==> config.mk <==
export PLATFORM = sky130hd
export DESIGN_NAME = atm_account_server
export DESIGN_NICKNAME = d
export VERILOG_FILES = /design/src/rtl/atm_account_server.sv
export SDC_FILE = /design/constraint.sdc
export NUM_CORES = 1
export LEC_CHECK = 0
export CAP_MARGIN = 10
export CORE_MARGIN = 5
export CORE_UTILIZATION = 40
export CTS_CLUSTER_SIZE = 12
export DETAILED_ROUTE_END_ITERATION = 8
export SYNTH_ARGS = -nofsm -noshare
export SYNTH_HDL_FRONTEND = slang
export SYNTH_SLANG_ARGS = --single-unit
==> constraint.sdc <==
create_clock -name clk -period 3.69 [get_ports clk]
set_clock_uncertainty 0.05 [all_clocks]
set_input_delay 0.738 -clock clk [delete_from_list [all_inputs] [get_ports clk]]
set_output_delay 0.738 -clock clk [all_outputs]
set_load 0.01 [all_outputs]
==> src/rtl/atm_account_server.sv <==
// -----------------------------------------------------------------------------
// atm_account_server
//
// Purpose:
//   Single-account ATM back end. Accepts one request at a time over a
//   valid/ready channel, evaluates it in the acceptance cycle and returns the
//   response on a valid/ready channel starting in the following cycle.
//   Handles PIN verification with lockout after MAX_ATTEMPTS bad PINs,
//   deposits with overflow protection, withdrawals with a face-check limit,
//   balance queries and session close. The optional statement history streams
//   the last HIST_DEPTH non-zero OK deposits/withdrawals newest-first.
//
// Configuration:
//   ATM_SERVER_HISTORY_EN - when defined, the history buffer and the STMT
//   state are built. When undefined, STATEMENT answers a single UNSUPPORTED
//   beat and no history storage exists.
//
// Ports:
//   clk, reset      rising-edge clock, asynchronous active-high reset
//   req_valid/ready request handshake (ready only while idle)
//   req_op          0 VERIFY_PIN, 1 DEPOSIT, 2 WITHDRAW, 3 BALANCE,
//                   4 STATEMENT, 5 END_SESSION, 6-7 reserved
//   req_pin         PIN for VERIFY_PIN
//   req_amount      amount for DEPOSIT / WITHDRAW
//   req_face_ok     face verified, sampled with the request
//   admin_unlock    one-cycle pulse that clears the lock and attempt counter
//   rsp_valid/ready response beat handshake
//   rsp_status      0 OK, 1 BAD_PIN, 2 LOCKED, 3 INSUFFICIENT, 4 NEED_FACE,
//                   5 OVERFLOW, 6 NO_SESSION, 7 UNSUPPORTED
//   rsp_data        balance on OK single-beat responses, entry amount on
//                   statement beats, 0 on every non-OK response
//   rsp_kind        statement entry type (1 deposit, 0 withdrawal)
//   rsp_last        final beat of the response
//   account_locked  lock flag
//   session_open    PIN verified, session active
// -----------------------------------------------------------------------------
module atm_account_server #(
    parameter int unsigned BAL_W        = 16,
    parameter logic [15:0] PIN_VALUE    = 16'h1234,
    parameter int unsigned INIT_BALANCE = 100,
    parameter int unsigned MAX_ATTEMPTS = 3,
    parameter int unsigned LIMIT        = 10,
    parameter int unsigned HIST_DEPTH   = 4
) (
    input  logic             clk,
    input  logic             reset,
    input  logic             req_valid,
    output logic             req_ready,
    input  logic [2:0]       req_op,
    input  logic [15:0]      req_pin,
    input  logic [BAL_W-1:0] req_amount,
    input  logic             req_face_ok,
    input  logic             admin_unlock,
    output logic             rsp_valid,
    input  logic             rsp_ready,
    output logic [2:0]       rsp_status,
    output logic [BAL_W-1:0] rsp_data,
    output logic             rsp_kind,
    output logic             rsp_last,
    output logic             account_locked,
    output logic             session_open
);

    localparam logic [2:0] OP_VERIFY    = 3'd0;
    localparam logic [2:0] OP_DEPOSIT   = 3'd1;
    localparam logic [2:0] OP_WITHDRAW  = 3'd2;
    localparam logic [2:0] OP_BALANCE   = 3'd3;
    localparam logic [2:0] OP_STATEMENT = 3'd4;
    localparam logic [2:0] OP_END       = 3'd5;

    localparam logic [2:0] ST_OK           = 3'd0;
    localparam logic [2:0] ST_BAD_PIN      = 3'd1;
    localparam logic [2:0] ST_LOCKED       = 3'd2;
    localparam logic [2:0] ST_INSUFFICIENT = 3'd3;
    localparam logic [2:0] ST_NEED_FACE    = 3'd4;
    localparam logic [2:0] ST_OVERFLOW     = 3'd5;
    localparam logic [2:0] ST_NO_SESSION   = 3'd6;
    localparam logic [2:0] ST_UNSUPPORTED  = 3'd7;

    localparam int unsigned ATT_W  = $clog2(MAX_ATTEMPTS + 1);
    localparam int unsigned ATT_W1 = ATT_W + 1;
    localparam logic [ATT_W:0]     MAX_ATT   = ATT_W1'(MAX_ATTEMPTS);
    localparam logic [BAL_W-1:0]   LIMIT_V   = BAL_W'(LIMIT);
    localparam logic [BAL_W-1:0]   INIT_BAL  = BAL_W'(INIT_BALANCE);

    typedef enum logic [1:0] {
        IDLE,
        RESP
`ifdef ATM_SERVER_HISTORY_EN
        , STMT
`endif
    } state_t;

    state_t             state_q, state_d;
    logic [BAL_W-1:0]   balance_q, balance_d;
    logic               locked_q, locked_d;
    logic               session_q, session_d;
    logic [ATT_W-1:0]   attempts_q, attempts_d;
    logic [2:0]         rsp_status_q, rsp_status_d;
    logic [BAL_W-1:0]   rsp_data_q, rsp_data_d;
    logic               rsp_kind_q, rsp_kind_d;
    logic               rsp_last_q, rsp_last_d;

    logic [BAL_W:0]     dep_sum;
    logic [ATT_W:0]     att_inc;
    logic               pin_fail;

    assign dep_sum = {1'b0, balance_q} + {1'b0, req_amount};
    assign att_inc = {1'b0, attempts_q} + 1'b1;

`ifdef ATM_SERVER_HISTORY_EN
    localparam int unsigned IDX_W = (HIST_DEPTH > 1) ? $clog2(HIST_DEPTH) : 1;
    localparam int unsigned CNT_W = $clog2(HIST_DEPTH + 1);

    // Entry 0 is always the newest; older entries shift towards the end and
    // the oldest falls off once the buffer is full.
    logic [BAL_W-1:0]   hist_amt_q [HIST_DEPTH];
    logic               hist_kind_q [HIST_DEPTH];
    logic [CNT_W-1:0]   hist_cnt_q;
    logic [IDX_W-1:0]   beat_q, beat_d;
    logic               hist_push;
    logic               push_kind;
`endif

    assign req_ready      = (state_q == IDLE);
    assign rsp_valid      = (state_q != IDLE);
    assign rsp_status     = rsp_status_q;
    assign rsp_data       = rsp_data_q;
    assign rsp_kind       = rsp_kind_q;
    assign rsp_last       = rsp_last_q;
    assign account_locked = locked_q;
    assign session_open   = session_q;

    // Next-state and request evaluation. A request is fully evaluated in its
    // acceptance cycle; the registered response is then held until consumed.
    always_comb begin
        state_d      = state_q;
        balance_d    = balance_q;
        locked_d     = locked_q;
        session_d    = session_q;
        attempts_d   = attempts_q;
        rsp_status_d = rsp_status_q;
        rsp_data_d   = rsp_data_q;
        rsp_kind_d   = rsp_kind_q;
        rsp_last_d   = rsp_last_q;
        pin_fail     = 1'b0;
`ifdef ATM_SERVER_HISTORY_EN
        beat_d       = beat_q;
        hist_push    = 1'b0;
        push_kind    = 1'b0;
`endif

        case (state_q)
            IDLE: begin
                if (req_valid) begin
                    state_d      = RESP;
                    rsp_status_d = ST_OK;
                    rsp_data_d   = '0;
                    rsp_kind_d   = 1'b0;
                    rsp_last_d   = 1'b1;
                    if (req_op == OP_VERIFY) begin
                        if (locked_q) begin
                            rsp_status_d = ST_LOCKED;
                        end else if (req_pin == PIN_VALUE) begin
                            session_d  = 1'b1;
                            attempts_d = '0;
                            rsp_data_d = balance_q;
                        end else begin
                            pin_fail   = 1'b1;
                            attempts_d = att_inc[ATT_W-1:0];
                            if (att_inc >= MAX_ATT && !admin_unlock) begin
                                locked_d     = 1'b1;
                                rsp_status_d = ST_LOCKED;
                            end else begin
                                rsp_status_d = ST_BAD_PIN;
                            end
                        end
                    end else if (req_op <= OP_STATEMENT && !session_q) begin
                        rsp_status_d = ST_NO_SESSION;
                    end else begin
                        case (req_op)
                            OP_DEPOSIT: begin
                                if (dep_sum[BAL_W]) begin
                                    rsp_status_d = ST_OVERFLOW;
                                end else begin
                                    balance_d  = dep_sum[BAL_W-1:0];
                                    rsp_data_d = dep_sum[BAL_W-1:0];
`ifdef ATM_SERVER_HISTORY_EN
                                    hist_push  = (req_amount != '0);
                                    push_kind  = 1'b1;
`endif
                                end
                            end
                            OP_WITHDRAW: begin
                                if (req_amount > LIMIT_V && !req_face_ok) begin
                                    rsp_status_d = ST_NEED_FACE;
                                end else if (req_amount > balance_q) begin
                                    rsp_status_d = ST_INSUFFICIENT;
                                end else begin
                                    balance_d  = balance_q - req_amount;
                                    rsp_data_d = balance_q - req_amount;
`ifdef ATM_SERVER_HISTORY_EN
                                    hist_push  = (req_amount != '0);
                                    push_kind  = 1'b0;
`endif
                                end
                            end
                            OP_BALANCE: begin
                                rsp_data_d = balance_q;
                            end
                            OP_STATEMENT: begin
`ifdef ATM_SERVER_HISTORY_EN
                                // An empty history still answers one OK beat
                                // with zero data, served from RESP.
                                if (hist_cnt_q != '0) begin
                                    state_d    = STMT;
                                    beat_d     = '0;
                                    rsp_data_d = hist_amt_q[0];
                                    rsp_kind_d = hist_kind_q[0];
                                    rsp_last_d = (hist_cnt_q == CNT_W'(1));
                                end
`else
                                rsp_status_d = ST_UNSUPPORTED;
`endif
                            end
                            OP_END: begin
                                session_d  = 1'b0;
                                rsp_data_d = balance_q;
                            end
                            default: begin
                                rsp_status_d = ST_UNSUPPORTED;
                            end
                        endcase
                    end
                end
            end
            RESP: begin
                if (rsp_ready) begin
                    state_d = IDLE;
                end
            end
`ifdef ATM_SERVER_HISTORY_EN
            STMT: begin
                // Each handshake advances to the next older entry.
                if (rsp_ready) begin
                    if (rsp_last_q) begin
                        state_d = IDLE;
                    end else begin
                        beat_d     = beat_q + 1'b1;
                        rsp_data_d = hist_amt_q[beat_d];
                        rsp_kind_d = hist_kind_q[beat_d];
                        rsp_last_d = (CNT_W'(beat_d) == hist_cnt_q - 1'b1);
                    end
                end
            end
`endif
            default: begin
                state_d = IDLE;
            end
        endcase

        // Unlock wins over a lockout raised by a coincident bad PIN; that
        // request then reports BAD_PIN.
        if (admin_unlock) begin
            locked_d   = 1'b0;
            attempts_d = '0;
            if (pin_fail) begin
                rsp_status_d = ST_BAD_PIN;
            end
        end

        if (locked_d) begin
            session_d = 1'b0;
        end
    end

    // Main state register; reset drops any in-flight response.
    always_ff @(posedge clk or posedge reset) begin
        if (reset) begin
            state_q      <= IDLE;
            balance_q    <= INIT_BAL;
            locked_q     <= 1'b0;
            session_q    <= 1'b0;
            attempts_q   <= '0;
            rsp_status_q <= 3'd0;
            rsp_data_q   <= '0;
            rsp_kind_q   <= 1'b0;
            rsp_last_q   <= 1'b0;
        end else begin
            state_q      <= state_d;
            balance_q    <= balance_d;
            locked_q     <= locked_d;
            session_q    <= session_d;
            attempts_q   <= attempts_d;
            rsp_status_q <= rsp_status_d;
            rsp_data_q   <= rsp_data_d;
            rsp_kind_q   <= rsp_kind_d;
            rsp_last_q   <= rsp_last_d;
        end
    end

`ifdef ATM_SERVER_HISTORY_EN
    // History shift register and statement beat index.
    always_ff @(posedge clk or posedge reset) begin
        if (reset) begin
            hist_cnt_q <= '0;
            beat_q     <= '0;
            for (int i = 0; i < int'(HIST_DEPTH); i++) begin
                hist_amt_q[i]  <= '0;
                hist_kind_q[i] <= 1'b0;
            end
        end else begin
            beat_q <= beat_d;
            if (hist_push) begin
                for (int i = int'(HIST_DEPTH) - 1; i > 0; i--) begin
                    hist_amt_q[i]  <= hist_amt_q[i-1];
                    hist_kind_q[i] <= hist_kind_q[i-1];
                end
                hist_amt_q[0]  <= req_amount;
                hist_kind_q[0] <= push_kind;
                if (hist_cnt_q != CNT_W'(HIST_DEPTH)) begin
                    hist_cnt_q <= hist_cnt_q + 1'b1;
                end
            end
        end
    end
`endif

endmodule

==> impl_summary.md <==
Worst hold path
In this run the worst hold path is classified as reg -> reg. The critical hold path startpoint is rsp_last.

Setup path
The critical path class is in -> reg. The beginning of the worst register-to-register path is balance_q[0]. The most critical setup path has its startpoint at req_amount[1]. For the worst setup path, the data arrival time is ~3700 ps. Of all nets on the critical path, the largest fanout is 9. The worst setup path is launched from an input port. At the worst endpoint, the required time is approximately 3800 ps. The endpoint kind of the worst setup timing path is a register.

Cells and area
The post-layout net count is between 600 and 700. Once layout is done, the placed cells without fillers occupy 5300 µm². The final core utilization is 51.8%. Relative to the synthesized area, the layout overhead comes to 28.0%. The post-route netlist has ~18% of its cells at a drive strength greater than 1. The repair_antennas step left the layout with diodes totalling 0.

Drt
The detailed-route DRC error count is 0. The first detailed-routing pass took 6 iterations. After detailed routing, the number of vias per cell comes to between 5 and 6. The total detailed-routing wirelength is between 10 and 15 mm. Once detail routing completed, the nets flagged for antenna violations numbered 0. The first routing iteration left about 180 violations.

The post-detailed-route wirelength per cell is around 18 µm. Summing over every cut layer, the via total after detailed routing is between 4000 and 5000.

Clock network
After clock tree synthesis, the repair step resized 0 gates. At the later pin of the worst-skew pair, clock insertion delay measures roughly 300 ps. TritonCTS built the clock tree. The number of setup buffers added after CTS is 0.

The root buffer cell chosen for the clock tree is sky130_fd_sc_hd__clkbuf_8. Buffers inserted during clock tree synthesis total 5. After clock tree synthesis, the clock-pin slew on the worst setup and hold paths is about 90 ps.

The clock tree synthesis step divided the H-tree into 2 levels. The number of clock sinks is 41. The count of hold buffers inserted by post-cts repair is 0. In this run the deepest clock path goes through 2 buffers.

Timing
Setup violations remaining at the end of the flow were counted as 0. The clock period could shrink to 3590 ps. The fraction of the cycle the final worst path needs is between 90 and 100%. At the pin with the least slew margin, the transition time is 842 ps. For this run, the top clock speed supported by timing is between 200 and 300 MHz.

Setup repair after global routing left no endpoint under its margin. The total count of hold-check failures in the final report came to 0. The remaining max-slew budget at the tightest pin is a little over two fifths. The number of slew-limit violations in the final report is 0.

Synthesis
The area share of the leading cell type in the synthesized netlist is between 20% and 30%. The Yosys step of the flow raised 0 warnings. In this run, synthesis inferred 0 flip-flops with an integrated enable. The post-synthesis instance area is 4140 µm².

The synthesized netlist cell count is 489. A synthesized cell averages ~8.5 µm². The share of async-settable or async-resettable flops after synthesis is between 90% and 100%. The count of distinct cell types in the synthesized netlist is between 80 and 90. In this run, synthesis produced a sequential element count of 41. The main flop type after synthesis is sky130_fd_sc_hd__dfrtp_1. The post-synthesis cell type with the largest combined area is sky130_fd_sc_hd__dfrtp_1.

When the netlist entered floorplanning its net count stood at about 570. Ranked by total cell area, the synthesized netlist is headed by sky130_fd_sc_hd__dfrtp_1 23%, sky130_fd_sc_hd__ha_1 10%, sky130_fd_sc_hd__a21oi_1 5.7%, sky130_fd_sc_hd__nor2_1 4.4%, sky130_fd_sc_hd__nand2_1 3.5%. The sequential fraction of the synthesis area is 24.9%.

Die
The area of the die is around 12000 µm². In this run the vertical extent of the chip is roughly 110 µm. For this configuration, the core starts out at a cell density of 40.5%. The region available for standard cell placement spans between 10000 and 15000 µm². The boundary pin count is 66. The number of cell rows is 37. The horizontal extent of the die is between 100 and 150 µm.

Power
The fraction of power spent switching nets is between 30 and 40%. The share of total power dissipated in sequential elements is between 40% and 50%. The leakage power total is 2.37 nW. IR analysis of the VDD net gives a maximum drop of around 120 µV. The part of the total power dissipated in combinational logic is 32.4%. The power density over the cells is between 200 and 250 nW/µm².

The internal power of the cells totals around 0.8 mW. In this run the power spent charging and discharging nets is approximately 0.38 mW. In this run, the clock network consumes between 20% and 30% of the power.

GRT
The global-route wire length before repair is between 20 and 25 mm. The via count of the first global-routing pass is 4065. The maximum number of pins on one net before global-route repair is 42. The total global-route track usage is a little over a fifth. The initial antenna violation count came to 0. The total congestion overflow is 0.

Placement
The final weighted congestion in routability-driven placement is about 0.9. Buffers placed on the I/O ports in this run total between 60 and 70. Detailed placement finished with a half-perimeter wire length of about 10 mm. The cell area reported after detailed placement is between 5000 and 6000 µm².

Flow run
The count of maximum capacitance violations is 0.

Outcome
The flow ran to the end, and the final reports show no timing, DRC or antenna violations.
## flip-flops by register name, summed over array words and instances (netlist names)
signal / count
balance_q: 16
rsp_data: 16
rsp_status: 3
attempts_q: 2
account_locked: 1
rsp_last: 1
session_open: 1
state_q: 1
## routing by layer
metal	routed length, µm	GRT usage, %	vias to the layer above
met5	0	0	-
met4	254	4.62	0
met3	656	2.99	31
met2	6490	36.6	139
met1	5790	27.1	1931
li1	-	-	1958
## kinds of logic (layout without fill, tap and decap cells)
group                    Yosys count  after routing  synth area share, %
flip-flops                        41             41                 24.9
AO/OA/AOI/OAI                    161            161                 28.8
XOR/XNOR                          19             19                 4.02
buffers and inverters             58            156                 6.20
adder cells (fa/ha/maj)           36             36                 11.2
AND/OR/NAND/NOR                  150            150                 18.7
multiplexers                      23             23                 6.04
other                              1              1               0.0906
## worst max-delay path, stage by stage
cell,delay (ps)
sky130_fd_sc_hd__clkdlybuf4s50_1,580
sky130_fd_sc_hd__inv_1,110
sky130_fd_sc_hd__fa_1,470
sky130_fd_sc_hd__a21oi_2,240
sky130_fd_sc_hd__o211ai_2,160
sky130_fd_sc_hd__a31oi_4,330
sky130_fd_sc_hd__a2111oi_4,130
sky130_fd_sc_hd__buf_4,210
sky130_fd_sc_hd__a221o_1,320
sky130_fd_sc_hd__a22oi_1,310
sky130_fd_sc_hd__o31ai_2,90
## cells in the final DEF, fill, tap and decap left out, types with 12 or more instances in the layout
cell type and count:
sky130_fd_sc_hd__xnor2_1 15, sky130_fd_sc_hd__nor2_1 48, sky130_fd_sc_hd__nand2_1 39, sky130_fd_sc_hd__ha_1 34
sky130_fd_sc_hd__dfrtp_1 38, sky130_fd_sc_hd__inv_1 33, sky130_fd_sc_hd__o21ai_0 26, sky130_fd_sc_hd__a21oi_1 47
sky130_fd_sc_hd__nor2b_1 12, sky130_fd_sc_hd__buf_4 49, sky130_fd_sc_hd__clkdlybuf4s50_1 64
## stage by stage
step | worst slack (ps) | total power, mW | hold WS (ps) | setup TNS, ps | instances
after detailed placement | -206 | 0.887 | 414 | -276 | 715
after global routing | 23.3 | 1.25 | 459 | 0 | 723
after global placement | -206 | 0.884 | 401 | -324 | 715
after floorplan | 612 | 0.692 | 460 | 0 | 489
after CTS | 113 | 1.19 | 435 | 0 | 723
final | 99.9 | 1.18 | 428 | 0 | 723
## final timing paths
kind / endpoint / cells after the start / slack [ps]
min in group asynchronous: state_q[0] / 3 / 840
min: rsp_last / 1 / 430
min reg2reg: rsp_last / 1 / 430
max: rsp_data[11] / 11 / 100
max reg2reg: rsp_data[11] / 12 / 590
max in group asynchronous: balance_q[7] / 3 / 2370
## power by group through the flow
| stage | logic (mW) | clock network (mW) | registers, mW |
|---|---|---|---|
| finish | 0.383 | 0.306 | 0.495 |
| detailed placement | 0.384 | 0 | 0.504 |
| global placement | 0.381 | 0 | 0.503 |
| global route | 0.417 | 0.331 | 0.500 |
| floorplan | 0.176 | 0 | 0.516 |
| CTS | 0.385 | 0.314 | 0.495 |
## cells in the mapped netlist (all sizes together) (6+ instances only)
cell	number
nand3	7
mux2i	7
inv	34
nor2	49
mux2	16
a21oi	51
nand2	40
dfrtp	38
xnor2	15
a22oi	8
o21ai	30
a211oi	6
ha	34
nor4	9
nor2b	12
a21o	8
buf	19
nand2b	6
o31ai	6
o211ai	8
## cell type report
type                    instances  area, µm²
fillers                      1003       4930
inverters                      34        128
repair buffers                114       1030
multi-input cells             390       2860
clock buffers                   6       72.6
well taps                     136        170
clock inverters                 2       10.0
flip-flops and latches         41       1030
Note: power is estimated with default switching activity, not from simulation.
